==> src/rtl/hs_dpath_sfr_vld_rdy_pkg.sv <==
// Shared helpers for counted datapath buffers.
// hs_occ_width gives the counter width needed to hold 0..depth inclusive.
package hs_dpath_sfr_vld_rdy_pkg;

    function automatic int hs_occ_width(input int depth);
        return $clog2(depth + 1);
    endfunction

endpackage

==> src/rtl/hs_dpath_sfr_vld_rdy_stage.sv <==
// One elastic stage: a valid bit plus a payload register, advancing when en is high.
// Latency 1 cycle; payload is only loaded for valid items, so bubbles never toggle it.
module hs_dpath_sfr_vld_stage
    import hs_dpath_sfr_vld_rdy_pkg::*;
#(
    parameter type      DATA_TYPE   = logic,
    parameter DATA_TYPE RESET_VALUE = '0
) (
    input  logic     clk,
    input  logic     areset,
    input  logic     sclr,
    input  logic     en,
    input  logic     up_vld,
    input  DATA_TYPE up_dat,
    output logic     vld,
    output DATA_TYPE dat
);

    logic     r_vld;
    DATA_TYPE r_dat;

    always_ff @(posedge clk or posedge areset) begin
        if (areset) begin
            r_vld <= 1'b0;
            r_dat <= RESET_VALUE;
        end else if (sclr) begin
            r_vld <= 1'b0;
            r_dat <= RESET_VALUE;
        end else if (en) begin
            r_vld <= up_vld;
            if (up_vld) begin
                r_dat <= up_dat;
            end
        end
    end

    assign vld = r_vld;
    assign dat = r_dat;

endmodule

==> src/rtl/hs_dpath_sfr_vld_rdy.sv <==
// Elastic LATENCY-deep shift register with valid/ready on both sides and bubble collapsing.
// Minimum latency LATENCY cycles; a stalled output only blocks input once every stage is full.
module hs_dpath_sfr_vld_rdy
    import hs_dpath_sfr_vld_rdy_pkg::*;
#(
    parameter type      DATA_TYPE   = logic,
    parameter DATA_TYPE RESET_VALUE = '0,
    parameter int       LATENCY     = 1,
    localparam int      OCC_W       = hs_occ_width(LATENCY)
) (
    input  logic             clk,
    input  logic             areset,
    input  logic             sclr,
    input  logic             s_valid,
    output logic             s_ready,
    input  DATA_TYPE         s_data,
    output logic             m_valid,
    input  logic             m_ready,
    output DATA_TYPE         m_data,
    output logic [OCC_W-1:0] occupancy,
    output logic             empty
);

    logic [LATENCY-1:0] w_vld;
    DATA_TYPE           w_dat [LATENCY];
    logic [LATENCY:0]   w_en;
    logic               w_in_fire;
    logic               w_out_fire;
    logic [OCC_W-1:0]   w_occ_nxt;
    logic [OCC_W-1:0]   r_occ;
    logic               r_empty;

    // A stage may advance if it is a bubble or everything downstream of it advances.
    always_comb begin : p_en_chain
        w_en[LATENCY] = m_ready;
        for (int i = LATENCY - 1; i >= 0; i--) begin
            w_en[i] = !w_vld[i] || w_en[i+1];
        end
    end

    assign s_ready    = w_en[0] && !sclr;
    assign w_in_fire  = s_valid && s_ready;
    assign m_valid    = w_vld[LATENCY-1] && !sclr;
    assign m_data     = w_dat[LATENCY-1];
    assign w_out_fire = m_valid && m_ready;

    for (genvar g = 0; g < LATENCY; g++) begin : g_stage
        logic     w_up_vld;
        DATA_TYPE w_up_dat;

        if (g == 0) begin : g_head
            assign w_up_vld = w_in_fire;
            assign w_up_dat = s_data;
        end else begin : g_body
            assign w_up_vld = w_vld[g-1];
            assign w_up_dat = w_dat[g-1];
        end

        hs_dpath_sfr_vld_stage #(
            .DATA_TYPE   (DATA_TYPE),
            .RESET_VALUE (RESET_VALUE)
        ) u_stage (
            .clk    (clk),
            .areset (areset),
            .sclr   (sclr),
            .en     (w_en[g]),
            .up_vld (w_up_vld),
            .up_dat (w_up_dat),
            .vld    (w_vld[g]),
            .dat    (w_dat[g])
        );
    end

    always_comb begin
        w_occ_nxt = r_occ;
        if (w_in_fire && !w_out_fire) begin
            w_occ_nxt = r_occ + 1'b1;
        end else if (!w_in_fire && w_out_fire) begin
            w_occ_nxt = r_occ - 1'b1;
        end
    end

    always_ff @(posedge clk or posedge areset) begin
        if (areset) begin
            r_occ   <= '0;
            r_empty <= 1'b1;
        end else if (sclr) begin
            r_occ   <= '0;
            r_empty <= 1'b1;
        end else begin
            r_occ   <= w_occ_nxt;
            r_empty <= (w_occ_nxt == '0);
        end
    end

    assign occupancy = r_occ;
    assign empty     = r_empty;

endmodule

==> config.mk <==
export PLATFORM = sky130hd
export DESIGN_NAME = hs_dpath_sfr_vld_rdy
export DESIGN_NICKNAME = d
export VERILOG_FILES = /design/src/rtl/hs_dpath_sfr_vld_rdy_pkg.sv /design/src/rtl/hs_dpath_sfr_vld_rdy_stage.sv /design/src/rtl/hs_dpath_sfr_vld_rdy.sv
export SDC_FILE = /design/constraint.sdc
export NUM_CORES = 1
export LEC_CHECK = 0
export CAP_MARGIN = 40
export CORE_AREA = 2 2 39 41
export CTS_BUF_LIST = sky130_fd_sc_hd__clkbuf_16
export CTS_CLUSTER_DIAMETER = 40
export DETAILED_ROUTE_END_ITERATION = 10
export DIE_AREA = 0 0 41 43
export PLACE_DENSITY = 0.52
export SLEW_MARGIN = 25
export SYNTH_ARGS = -nofsm -noshare
export SYNTH_HDL_FRONTEND = slang
export SYNTH_HIERARCHICAL = 1
export SYNTH_SLANG_ARGS = --single-unit
==> constraint.sdc <==
create_clock -name clk -period 1.8 [get_ports clk]
set_input_delay 0.45 -clock clk [delete_from_list [all_inputs] [get_ports clk]]
set_output_delay 0.45 -clock clk [all_outputs]
set_load 0.005 [all_outputs]
======== After elaboration in Yosys (flattened, before gate mapping) ========
Index checks and enable logic that the tools add are counted.
word-level totals
  register bits ........................... 4
  output and inout port bits .............. 5
  logic and storage cells ................. 30
operators by class
  reductions and logical operators ........ 14
  bitwise gates (word level) .............. 1
  multiplexer cells ....................... 9
  add/subtract/negate cells ............... 2
operators by type and width
  kind                 count
  $mux 1               9
  $logic_and 1x1->1    6
  $logic_not 1->1      4
  $reduce_bool 2->1    2
  $reduce_and 2->1     1
  $add 1x1->1 const B  1
  $logic_or 1x1->1     1
  $not 1->1            1
  $sub 1x1->1 const B  1

======== Longest topological paths before layout ========
Gate-level depths: netlist of the first run.
  depth in word-level cells ............... 10
  mapped depth ............................ 5
  depth with buffers taken out ............ 5

======== Hierarchy ========
Netlist of the first run, hierarchy kept.
by module, submodules not included
  module                  cells an instance  seq. area each (um^2)  instances  area an instance (um^2)
  hs_dpath_sfr_vld_rdy    13                 51.3                   1          130.1
  hs_dpath_sfr_vld_stage  8                  50.0                   1          91.3

======== Worst setup path after synthesis of the first run ========
Ideal clock, no wire load.
  path type ............................... input port to flip-flop
  start ................................... input m_ready
  end ..................................... register g_stage[0].u_stage.r_dat
  library setup time ...................... 0.073 ns
  stages .................................. 5
  buffers on the path ..................... 0
  setup slack ............................. 0.471 ns
  data required time ...................... 1.727 ns
  data arrival time ....................... 1.256 ns
  path through ............................ nand2b_1 nor2b_1 and2_1 a21bo_1 a21oi_2
on the way
  longest elaborated chain between the ends .. 5
  elaborated cells between the ends (all ways) .. 6
RTL lines
  item                         RTL line                          RTL
  start: declaration           hs_dpath_sfr_vld_rdy.sv:18        input logic m_ready,
  $logic_or 1x1->1             hs_dpath_sfr_vld_rdy.sv:37        w_en[i] = !w_vld[i] || w_en[i+1];
  $logic_and 1x1->1            hs_dpath_sfr_vld_rdy.sv:41        assign s_ready = w_en[0] && !sclr;
  via s_ready                  hs_dpath_sfr_vld_rdy.sv:15        output logic s_ready,
  $logic_and 1x1->1            hs_dpath_sfr_vld_rdy.sv:42        assign w_in_fire = s_valid && s_ready;
  via g_stage[0].w_up_vld      hs_dpath_sfr_vld_rdy.sv:48        logic w_up_vld;
  $reduce_bool 2->1 (no line)  --
  $reduce_and 2->1 (no line)   --
  end signal: assignment       hs_dpath_sfr_vld_rdy_stage.sv:32  r_dat <= up_dat;
  end: declaration             hs_dpath_sfr_vld_rdy_stage.sv:20  DATA_TYPE r_dat;
The timed path passes the listed nets, and every way through them passes these cells.
A chain may end at the register's enable or synchronous reset.

======== Worst setup path in the final report of the first run ========
  start ................................... input m_ready
  end ..................................... output s_ready
on the way
  longest elaborated chain between the ends .. 2
RTL lines
  item               RTL line                    RTL
  $logic_or 1x1->1   hs_dpath_sfr_vld_rdy.sv:37
  via w_en[0]        hs_dpath_sfr_vld_rdy.sv:26  logic [LATENCY:0] w_en;
  $logic_and 1x1->1  hs_dpath_sfr_vld_rdy.sv:41
  end: declaration   hs_dpath_sfr_vld_rdy.sv:15
The timed path passes the listed nets, and every way through them passes these cells.

==> results_dict.tcl, run 1 <==
set metrics [dict create \
    outcome "finished clean" \
    place_area_um2 357 \
    worstSetupPathType "primary input to primary output" \
    grt_use_total_pct 8.68 \
    min_period_ns 1.69 \
    cp_data_arrival_time_ns 1.24 \
    worst_setup_path_start_kind "primary input" \
    tightest_slew_ns 0.206 \
    clockBufferDepth 2 \
    synth_fp_nets 27 \
    muxShareOfSynthArea_pct 20.9 \
    clkSinkCount 4 \
    maxCapViolations 0 \
    p_int_mw 0.423 \
    cts_made_buffers 3 \
    synthCells 21 \
    grt_max_degree 6 \
    timing.hold.ws_ns 0.413 \
    synth-xor-area-share_pct 0 \
    fmax_mhz 591 \
    ios 11 \
    yosys_warnings 6 \
    end_kind "primary output" \
    wl_um 577 \
    route.met2.wl_um 236 \
    seq_area_frac_synth_pct 45.8 \
    n_antenna_cell 0 \
    dieHeight_um 43 \
    htree_levels 1 \
    synthAdderAreaFrac_pct 0 \
    met1_length_um 257 \
    area_growth_pct 98.9 \
    synth_compound_area_share_pct 8.47 \
    yosys.area_share.simple_pct 21.5 \
    grt_antenna_before_repair 0 \
    dp_hpwl_um 405 \
    clockPowerShare_pct 68.7 \
    hp-class "primary input to asynchronous set/reset pin" \
    final_max_slew_viol_count 0 \
    synthesis.area_um2 221 \
    pwr-share-comb_pct 10.9 \
    tns_ns 0 \
    port_buffers 10 \
    overflow 0 \
    relSlewSlack_pct 86.3 \
    setup_ws_ns 0.108 \
    post_cts_buffers 0 \
    cts_root_buf "clkbuf_16" \
    cts_hold_buf 0 \
    place_ws_ns -0.384 \
    switchingPower_mw 0.0908 \
    syn_avg_cell_area_um2 10.5 \
    path_clk_slew_ns 0.03 \
    cp_max_fo 2 \
    via_per_inst 3.98 \
    fillers 148 \
    hold_violations 0 \
    globalplace.congestion 0.589 \
    nets 44 \
    layout.area.seq_um2 101 \
    cp.required_ns 1.35 \
    setup_viol 0 \
    grt_first_pass_wirelength_um 924 \
    clock_skew_ns 0.00534 \
    p_leak_nw 0.216 \
    grt_pass1_vias 244 \
    drtAntennaViolNets 0 \
    powerDensity_nw_per_um2 1170 \
    first_pass_iters 2 \
    die_width_um 41 \
    drive_gt1_share_pct 29.7 \
    seq_power_share_pct 20.3 \
    wl_met3_um 63 \
    die_area_um2 1760 \
    vias 211 \
    drc 0 \
    rows 14 \
    post-route-period-util_pct 94.0 \
    drt_iter0_markers 2 \
    ir_drop_v 0.000960 \
    multiInputGateArea_um2 123 \
    synth_cell_types 14 \
    synth_top_family_by_area "simple AND/OR/NAND/NOR gates" \
    cts_tree "yes" \
    start_util_pct 16.0 \
    post_cts_resized 6 \
    maxUsedRoutingLayer "met4" \
    swShare_pct 17.7 \
    fin_area_um2 440 \
    wire_per_inst_um 10.9 \
    synth_seq_cells 4 \
    rsz0062_at_grt "false" \
    clock_latency_ns 0.23 \
    core_um2 1380 \
]
[final timing paths]
kind / startpoint / to / slack (ns) / cells past startpoint
setup / recovery: m_ready / s_ready / 0.11 / 4
hold / removal: areset / g_stage[0].u_stage/vld / 0.41 / 2
setup reg to reg: g_stage[0].u_stage/vld / g_stage[0].u_stage/dat / 0.56 / 5
hold reg to reg: occupancy / empty / 0.58 / 2
max in group asynchronous: areset / empty / 1.18 / 2
min in group clk: occupancy / empty / 0.58 / 2
[critical path, stage by stage]
cell and delay (ns):
dlygate4sd2_1 0.25, nand2b_4 0.14, nor2b_2 0.15, dlygate4sd2_1 0.26
[per-stage QoR]
step	power (mW)	cells	util, %
after detailed placement	0.162	49	25.8
after floorplan	0.127	21	-
after global placement	0.160	49	25.8
after CTS	0.521	53	31.8
final	0.514	53	31.8
after global routing	0.534	53	31.8
[kinds of logic (layout without fill, tap and decap cells)]
group	Yosys count	after routing
AND/OR/NAND/NOR	9	9
multiplexers	4	4
flip-flops	4	4
AO/OA/AOI/OAI	2	2
buffers and inverters	2	18
[cell usage in the layout, fill, tap and decap left out]
cell	instances
mux2_4	1
mux2i_1	2
nor2b_2	1
and2_1	1
inv_1	3
dlygate4sd2_1	4
mux2_2	1
a21oi_2	1
dfrtp_1	3
a21bo_1	1
clkbuf_16	3
nand2b_4	1
nand2_1	1
nand3_1	1
nor2b_1	2
buf_4	2
dfstp_2	1
nor2_1	2
clkdlybuf4s50_1	6
[power by group through the flow]
stage	Sequential (mW)	Combinational, mW	Clock [mW]
after floorplan	0.104	0.0221	0
after global placement	0.104	0.0560	0
after detailed placement	0.105	0.0577	0
after CTS	0.104	0.0571	0.360
after global routing	0.105	0.0612	0.367
final	0.104	0.0562	0.353
[state kept, by name, summed over array words and instances (netlist names)]
register             flops
occupancy                1
g_stage.u_stage/dat      1
g_stage.u_stage/vld      1
empty                    1
[layout make-up]
cell class | instances | area share (%)
Clock buffer | 3 | 17.0
Clock inverter | 1 | 0.852
Inverter | 2 | 1.70
Multi-Input combinational cell | 15 | 27.8
Sequential cell | 4 | 23.0
Tap cell | 16 | 4.55
Timing Repair Buffer | 12 | 25.0
[per-layer routing]
| metal | vias up | global-route usage [%] |
|---|---|---|
| met1 | 95 | 8.17 |
| met5 | - | 0 |
| met4 | 0 | 8.00 |
| met2 | 14 | 12.5 |
| met3 | 2 | 4.71 |
| li1 | 100 | - |
[cell usage after synthesis, drive strengths merged]
master / instances / area, um2
dfstp: 1 / 26.3
nor2b: 3 / 18.8
nor2: 2 / 7.51
a21oi: 1 / 8.76
nand3: 1 / 5.00
and2: 1 / 6.26
inv: 2 / 7.51
dfrtp: 3 / 75.1
nand2b: 1 / 6.26
mux2i: 2 / 20.0
nand2: 1 / 3.75
mux2: 2 / 26.3
a21bo: 1 / 10.0
(Power assumes the default switching activity.)
==> inputs of run 2 (changes only) <==
--- a/config.mk
+++ b/config.mk
@@ -12,7 +12,6 @@
 export DETAILED_ROUTE_END_ITERATION = 10
 export DIE_AREA = 0 0 41 43
 export PLACE_DENSITY = 0.52
-export SLEW_MARGIN = 25
 export SYNTH_ARGS = -nofsm -noshare
 export SYNTH_HDL_FRONTEND = slang
 export SYNTH_HIERARCHICAL = 1
==> results of run 2 <==
Final layout, timing and power as in run 1 (identical DEF).
==> inputs of run 3 (changes only) <==
--- a/config.mk
+++ b/config.mk
@@ -11,7 +11,7 @@
 export CTS_CLUSTER_DIAMETER = 40
 export DETAILED_ROUTE_END_ITERATION = 10
 export DIE_AREA = 0 0 41 43
-export PLACE_DENSITY = 0.52
+export PLACE_DENSITY = 0.53
 export SYNTH_ARGS = -nofsm -noshare
 export SYNTH_HDL_FRONTEND = slang
 export SYNTH_HIERARCHICAL = 1
==> constraint.sdc (replaced) <==
create_clock -name clk -period 1.4 [get_ports clk]
set_input_delay 0.35 -clock clk [delete_from_list [all_inputs] [get_ports clk]]
set_output_delay 0.35 -clock clk [all_outputs]
set_load 0.005 [all_outputs]
==> results_dict.tcl, run 3 (synthesis results as in run 1) <==
set metrics [dict create \
    maxCapViolations 0 \
    ios 11 \
    relSlewSlack_pct 89.0 \
    drc 0 \
    cts_root_buf "clkbuf_16" \
    area_growth_pct 118 \
    nets 48 \
    cp_data_arrival_time_ns 1.02 \
    setup_viol 0 \
    tightest_slew_ns 0.165 \
    wire_per_inst_um 9.95 \
    wl_um 567 \
    p_leak_nw 0.256 \
    grt_pass1_vias 228 \
    layout_commonest_cell "dlygate4sd2_1" \
    hp-class "primary input to asynchronous set/reset pin" \
    port_buffers 10 \
    place_inst 50 \
    n_antenna_cell 0 \
    globalplace.congestion 0.565 \
    cp_max_fo 3 \
    via_per_inst 3.77 \
    core_um2 1380 \
    final_max_slew_viol_count 0 \
    drt_iter0_markers 2 \
    cts_hold_buf 0 \
    rsz0062_at_grt "true" \
    cts_made_buffers 3 \
    grt_antenna_before_repair 0 \
    finish.utilization_pct 34.8 \
    post-route-period-util_pct 98.0 \
    reg2reg_slack_ns 0.08 \
    vias 215 \
    grt_first_pass_wirelength_um 890 \
    hold_violations 0 \
    ir_drop_v 0.000868 \
    clkSinkCount 4 \
    die_area_um2 1760 \
    min_period_ns 1.37 \
    start_util_pct 16.0 \
    cp.required_ns 1.05 \
    die_width_um 41 \
    first_pass_iters 2 \
    rows 14 \
    grt_use_total_pct 7.96 \
    drive_gt1_share_pct 39.0 \
    drtAntennaViolNets 0 \
    grt_max_degree 5 \
    final_cell_mix "dlygate4sd2_1, buf_4" \
    tns_ns 0 \
    worst_setup_path_start_kind "flip-flop" \
    fmax_mhz 729 \
    clockBufferDepth 2 \
    r2r_start "g_stage[0].u_stage/vld" \
    dieHeight_um 43 \
    final_cell_count_no_fill 57 \
    worstSetupPathType "flip-flop to primary output" \
    timing.hold.ws_ns 0.307 \
    powerDensity_nw_per_um2 1380 \
    dp_hpwl_um 385 \
    htree_levels 1 \
    rr_worst_depth 4 \
    clock_latency_ns 0.22 \
    r2r_end "occupancy" \
    clock_skew_ns 0.00486 \
    overflow 0 \
    end_kind "primary output" \
    cts_tree "yes" \
    path_clk_slew_ns 0.03 \
    outcome "finished clean" \
]
-- run 3: metrics by stage --
stage | setup slack (ns) | power (mW) | instance area, um2
finish | 0.0280 | 0.665 | 482
global route | -0.0158 | 0.693 | 482
global placement | -0.552 | 0.210 | 364
CTS | 0.00473 | 0.672 | 457
detailed placement | -0.554 | 0.211 | 364
floorplan | 0.171 | 0.163 | 221
-- run 3: how the worst max path moves through the flow --
stage,start,endpoint,slack (ns),cells after the start
final,g_stage[0].u_stage/vld,s_ready,0.03,4
after global routing,g_stage[0].u_stage/vld,s_ready,-0.02,4
after CTS,s_valid,occupancy,0.005,3
after detailed placement,m_ready,s_ready,-0.55,4
after global placement,m_ready,s_ready,-0.55,4
after floorplan,m_ready,g_stage[0].u_stage/dat,0.17,5
-- run 3: final cells by class --
class | count | area [um2]
Sequential cell | 4 | 101
Clock inverter | 1 | 3.75
Inverter | 2 | 7.51
Tap cell | 16 | 20.0
Timing Repair Buffer | 16 | 143
Multi-Input combinational cell | 15 | 131
Clock buffer | 3 | 75.1
Fill cell | 141 | 902
-- run 3: power by group --
group	internal (mW)	switching [mW]	total, mW
clock network	0.369	0.0828	0.452
logic	0.0526	0.0295	0.0821
registers	0.128	0.00391	0.131
total	0.549	0.116	0.665
-- run 3: repair_timing --
action / 4_1_cts / 5_1_grt
buffers inserted: 1 / 2
gates resized for setup: 14 / 2
setup endpoints to repair: 6 / 2
-- run 3: metal layers --
layer / part of all wire (%) / global-route usage, % / up-vias
met5: 0 / 0 / -
met4: 0 / 6.00 / 0
met3: 11 / 4.71 / 0
met2: 48 / 10.9 / 11
met1: 41 / 8.47 / 96
li1: - / - / 108
-- run 3: worst max-delay path: stages, from the launching register on --
cell and delay (ns):
dfrtp_1 0.38, buf_6 0.13, nand2b_4 0.06, nor2b_4 0.14, buf_6 0.10
